$ cat config.mk
export PLATFORM = sky130hd
export DESIGN_NAME = spi_slave_serdes
export DESIGN_NICKNAME = d
export VERILOG_FILES = /design/src/rtl/spi_pkg.sv /design/src/rtl/sync_edge_detect.sv /design/src/rtl/spi_slave_serdes.sv
export SDC_FILE = /design/constraint.sdc
export NUM_CORES = 1
export LEC_CHECK = 0
export BUFFER_PORTS_ARGS = -buffer_cell sky130_fd_sc_hd__buf_2
export CORE_MARGIN = 1.5
export CORE_UTILIZATION = 59
export CTS_CLUSTER_SIZE = 8
export DETAILED_ROUTE_END_ITERATION = 8
export PLACE_DENSITY = 0.78
export SYNTH_ARGS = -nofsm -noshare
export SYNTH_HDL_FRONTEND = slang
export SYNTH_SLANG_ARGS = --single-unit
$ cat constraint.sdc
create_clock -name clk -period 3.6 [get_ports clk]
set_input_delay 0.72 -clock clk [delete_from_list [all_inputs] [get_ports clk]]
set_output_delay 0.72 -clock clk [all_outputs]
set_load 0.05 [all_outputs]
$ cat src/rtl/spi_pkg.sv
// spi_pkg: shared word width default, load delay and state encoding for the SPI slave front end.
package spi_pkg;
   localparam int SPI_DATA_W     = 8;
   localparam int SPI_LOAD_DELAY = 3;
   typedef enum logic {IDLE, ACTIVE} spi_state_t;
endpackage

$ cat src/rtl/sync_edge_detect.sv
// sync_edge_detect: pin synchroniser with rise/fall pulses.
// SPI_SLAVE_SERDES_GLITCH_FILTER_EN adds a 3-sample majority filter (+2 cycles latency).
module sync_edge_detect #(
   parameter int   STAGES = 2,
   parameter logic INIT   = 1'b0
) (
   input  logic clk,
   input  logic rst,
   input  logic d,
   output logic lvl,
   output logic rise,
   output logic fall
);
   logic [STAGES-1:0] sr;
   logic prev;
   always_ff @(posedge clk)
      if (rst) sr <= {STAGES{INIT}};
      else sr <= {sr[STAGES-2:0], d};
`ifdef SPI_SLAVE_SERDES_GLITCH_FILTER_EN
   logic [1:0] hist;
   logic filt;
   logic s;
   assign s = sr[STAGES-1];
   always_ff @(posedge clk)
      if (rst) begin
         hist <= {2{INIT}};
         filt <= INIT;
      end else begin
         hist <= {hist[0], s};
         filt <= (s & hist[0]) | (s & hist[1]) | (hist[0] & hist[1]);
      end
   assign lvl = filt;
`else
   assign lvl = sr[STAGES-1];
`endif
   always_ff @(posedge clk)
      if (rst) prev <= INIT;
      else prev <= lvl;
   assign rise = lvl & ~prev;
   assign fall = ~lvl & prev;
endmodule

$ cat src/rtl/spi_slave_serdes.sv
// spi_slave_serdes: oversampled SPI mode-0 slave producing start/next/stop byte events and serialising to_spi on miso.
// SPI_SLAVE_SERDES_GLITCH_FILTER_EN enables majority filtering of sclk and cs_n.
module spi_slave_serdes
   import spi_pkg::*;
#(
   parameter int DATA_BUS_WIDTH = SPI_DATA_W,
   parameter int SYNC_STAGES    = 2
) (
   input  logic                      clk,
   input  logic                      rst,
   input  logic                      sclk,
   input  logic                      cs_n,
   input  logic                      mosi,
   output logic                      miso,
   output logic                      miso_oe,
   output logic                      spi_start,
   output logic                      spi_next,
   output logic                      spi_stop,
   output logic [DATA_BUS_WIDTH-1:0] from_spi,
   input  logic [DATA_BUS_WIDTH-1:0] to_spi
);
   localparam int W  = DATA_BUS_WIDTH;
   localparam int BW = $clog2(W);
   localparam logic [BW-1:0] LAST = BW'(W - 1);
   localparam logic [1:0] LOAD = 2'(SPI_LOAD_DELAY);
`ifdef SPI_SLAVE_SERDES_GLITCH_FILTER_EN
   localparam int MOSI_STAGES = SYNC_STAGES + 2;
`else
   localparam int MOSI_STAGES = SYNC_STAGES;
`endif
   spi_state_t state;
   logic [BW-1:0] bit_cnt;
   logic [W-1:0] rx_sr, tx_sr;
   logic [1:0] ld_cnt;
   logic done;
   logic [MOSI_STAGES-1:0] mosi_sr;
   logic mosi_s;
   logic sclk_lvl, sclk_rise, sclk_fall;
   logic cs_lvl, cs_rise, cs_fall;
   sync_edge_detect #(.STAGES(SYNC_STAGES), .INIT(1'b0)) u_sclk (
      .clk(clk), .rst(rst), .d(sclk), .lvl(sclk_lvl), .rise(sclk_rise), .fall(sclk_fall)
   );
   sync_edge_detect #(.STAGES(SYNC_STAGES), .INIT(1'b1)) u_cs (
      .clk(clk), .rst(rst), .d(cs_n), .lvl(cs_lvl), .rise(cs_rise), .fall(cs_fall)
   );
   // mosi delay matches the sclk path so each sample is taken with its own edge
   always_ff @(posedge clk)
      if (rst) mosi_sr <= '0;
      else mosi_sr <= {mosi_sr[MOSI_STAGES-2:0], mosi};
   assign mosi_s = mosi_sr[MOSI_STAGES-1];
   always_ff @(posedge clk)
      if (rst) begin
         state     <= IDLE;
         bit_cnt   <= '0;
         rx_sr     <= '0;
         tx_sr     <= '0;
         ld_cnt    <= '0;
         done      <= 1'b0;
         spi_start <= 1'b0;
         spi_next  <= 1'b0;
         spi_stop  <= 1'b0;
         from_spi  <= '0;
      end else begin
         spi_start <= 1'b0;
         spi_stop  <= 1'b0;
         spi_next  <= done;
         done      <= 1'b0;
         if (done) begin
            from_spi <= rx_sr;
            ld_cnt   <= LOAD;
         end else if (ld_cnt != 2'd0) ld_cnt <= ld_cnt - 2'd1;
         if (state == IDLE) begin
            if (cs_fall) begin
               state     <= ACTIVE;
               spi_start <= 1'b1;
               bit_cnt   <= '0;
               rx_sr     <= '0;
               tx_sr     <= '0;
               ld_cnt    <= '0;
            end
         end else if (cs_rise) begin
            state    <= IDLE;
            spi_stop <= 1'b1;
            bit_cnt  <= '0;
            ld_cnt   <= '0;
         end else begin
            if (sclk_rise) begin
               rx_sr   <= {rx_sr[W-2:0], mosi_s};
               bit_cnt <= (bit_cnt == LAST) ? '0 : bit_cnt + 1'b1;
               done    <= (bit_cnt == LAST);
            end
            if (ld_cnt == 2'd1) tx_sr <= to_spi;
            else if (sclk_fall && bit_cnt != '0) tx_sr <= {tx_sr[W-2:0], 1'b0};
         end
      end
   assign miso    = tx_sr[W-1];
   assign miso_oe = (state == ACTIVE);
endmodule

==> results.tsv <==
stage	metric	value	unit
pwr	Power Density	405	mW/mm2
setup_path	max incr delay on CP	0.59	ns
clocking	buffers inserted by post-CTS timing repair	0	
global_route	global-route wire length before repair	5.06	mm
finish	Nets	218	
route	WL met3	186	um
placed_design	placed instance area	0.00179	mm2
hold_path	Min-Delay Path Class	flop to flop	
clocking	CTS Buf Count	5	
floorplan	Die Height	56.6	um
timing	max-slew violation count	0	
timing	final worst path period need	2.01	ns
logic_synthesis	Seq/Total Area, Yosys	49.6	%
route	max layer used	met4	
setup_path	crit end category	output port	
finish	most frequent cells in the layout	dfxtp_1, nand2_1, buf_2, a21oi_1	
timing	fin crit share	55.7	%
clocking	CTS Hold Bufs	0	
route	DRC	0	
timing	Slew @ Worst Pin	0.580	ns
timing	clk_skew	0.0142	ns
logic_synthesis	most common flop cell mapped by yosys	dfxtp_1	
finish	Layout area overhead	9.15	%
route	antenna-violating nets left	0	
clocking	CTS tree	built	
finish	Ant. Diodes	0	
floorplan	row count	19	
finish	share of layout cells above drive strength 1	23.2	%
finish	Core Util, Final	67.7	%
clocking	clock slew at reported path FFs	0.12	ns
route	met1 wire length	1.29	mm
clocking	Resize count post-CTS	0	
global_route	largest net degree at the start of global routing	30	
floorplan	die area	0.00320	mm2
placed_design	placed cell count	226	
placed_design	GPL Wtd Cong	0.753	
pwr	Final Power	0.750	mW
logic_synthesis	Ys Warns	0	
placed_design	Port Buf Inserts	25	
timing	fin worst setup slack	1.59	ns
placed_design	detailed placement HPWL	2.01	mm
global_route	initial antenna violation count	0	
logic_synthesis	Synth Cell Area	0.00170	mm2
timing	setup TNS	0	ns
route	Total Routed Length	2.90	mm
logic_synthesis	Post-synth EDFFs	0	
timing	hold slack	0.423	ns
clocking	Worst-Skew Late Latency	0.36	ns
setup_path	CP max FO	12	
floorplan	Initial Util	62.0	%
setup_path	critical-path cell list	buf_2	
route	wire length on met2	1.39	mm
setup_path	WP data arrival	1.29	ns
setup_path	critical path launch point type	flop	
route	vias per cell	5.35	
route	Avg WL per Cell	12.4	um
clocking	CTS Root Cell	clkbuf_4	
setup_path	WP buf/inv	1	
finish	fill cell count	239	
global_route	GR Util All Layers	20.3	%
clocking	CTS Sinks	42	
global_route	vias in the first global route	1145	
finish	commonest non-fill, non-tap cell in the layout	dfxtp_1	
route	vias	1252	
timing	Hold Vio Cnt, Final	0	
timing	Rel. slew slack	61.3	%
floorplan	core area	0.00273	mm2
setup_path	delay-heaviest family, CP	flip-flops	
run_status	outcome	finished clean	
placed_design	pre-CTS WS	1.53	ns
setup_path	worst setup path startpoint	miso_oe	
floorplan	die width	56.6	um
clocking	CTS Buffer Depth	2	
timing	Final setup viols	0	
logic_synthesis	post-synth net total	195	
setup_path	R2R Path Start	bit_cnt[1]	
logic_synthesis	post-synth cell types	30	
pwr	Peak VDD IR	0.346	mV
logic_synthesis	Mapped Avg Cell Area	9.47	um2
pwr	LEAKAGE	0.757	nW
timing	RSZ-0062 raised after global routing	no	
job	max-cap violations	0	
finish	Finished Layout Cells	234	
timing	Achievable Freq	498	MHz
global_route	overflow left after global routing	0	
setup_path	worst path required time	2.88	ns
clocking	CTS H-Tree Depth	2	
logic_synthesis	Async S/R FF share, synth	0	%
logic_synthesis	Cells after Synth	179	
logic_synthesis	Seq cells post-synth	42	
route	DRT Pass-1 Iters	4	
hold_path	Hold Path Origin	u_cs.sr[0]	
setup_path	Crit Path Class	flop to output port	
setup_path	CP max-delay cell	dfxtp_1	
finish	fin area	0.00185	mm2
route	DR iter-0 viols	53	
floorplan	Boundary Pins	26	
## layout make-up
class | instances | area [um2] | area share [%]
multi-input combinational | 121 | 758 | 41.0
tap | 31 | 38.8 | 2.10
clock inverter | 3 | 23.8 | 1.28
inverter | 7 | 26.3 | 1.42
timing repair buffer | 25 | 125 | 6.76
clock buffer | 5 | 37.5 | 2.03
sequential | 42 | 841 | 45.4
## kinds of logic after synthesis
logic type                 Yosys count  share of synthesized area (%)
buffers and inverters               16                           5.68
adders and majority gates            4                           2.88
DFF                                 42                           49.6
and+or+nand+nor                     76                           21.8
AOI/OAI and AO/OA                   26                           9.08
muxes                               15                           10.9
## Yosys cell counts, drive strengths merged, types with 3 or more instances
master | count | area share [%]
buf | 6 | 2.9
inv | 7 | 1.6
clkbuf | 3 | 1.3
mux2i | 8 | 4.7
and2b | 3 | 1.3
ha | 3 | 2.2
a21oi | 18 | 5.3
mux2 | 7 | 6.2
nor2 | 13 | 2.9
nand2 | 33 | 7.3
dfxtp | 42 | 50
nor2b | 13 | 4.8
or2 | 3 | 1.1
## power breakdown
part,switching [mW],internal (mW),total (mW)
clock network,0.163,0.0782,0.241
logic,0.0225,0.0135,0.0359
registers,0.00360,0.470,0.473
total,0.189,0.561,0.750
## flip-flops by register name, indices dropped and copies added (netlist names)
name	count
spi_stop	1
u_sclk.prev	1
done	1
u_sclk.sr	2
bit_cnt	3
spi_start	1
u_cs.sr	2
rx_sr	8
miso_oe	1
from_spi	8
spi_next	1
u_cs.prev	1
ld_cnt	2
mosi_sr	2
tx_sr	8
## worst paths after layout
kind | slack [ns] | cells after the start | end
worst max-delay path | 1.59 | 1 | miso_oe
worst min-delay path | 0.42 | 1 | u_cs.sr[1]
worst min register to register | 0.42 | 1 | u_cs.sr[1]
worst max register to register | 1.73 | 6 | tx_sr[2]
## per-layer routing
layer	up-vias	GRT usage (%)
li1	633	-
met5	-	0
met3	6	7.83
met1	577	25.6
met4	0	6.80
met2	36	31.9
(Power assumes the default switching activity.)
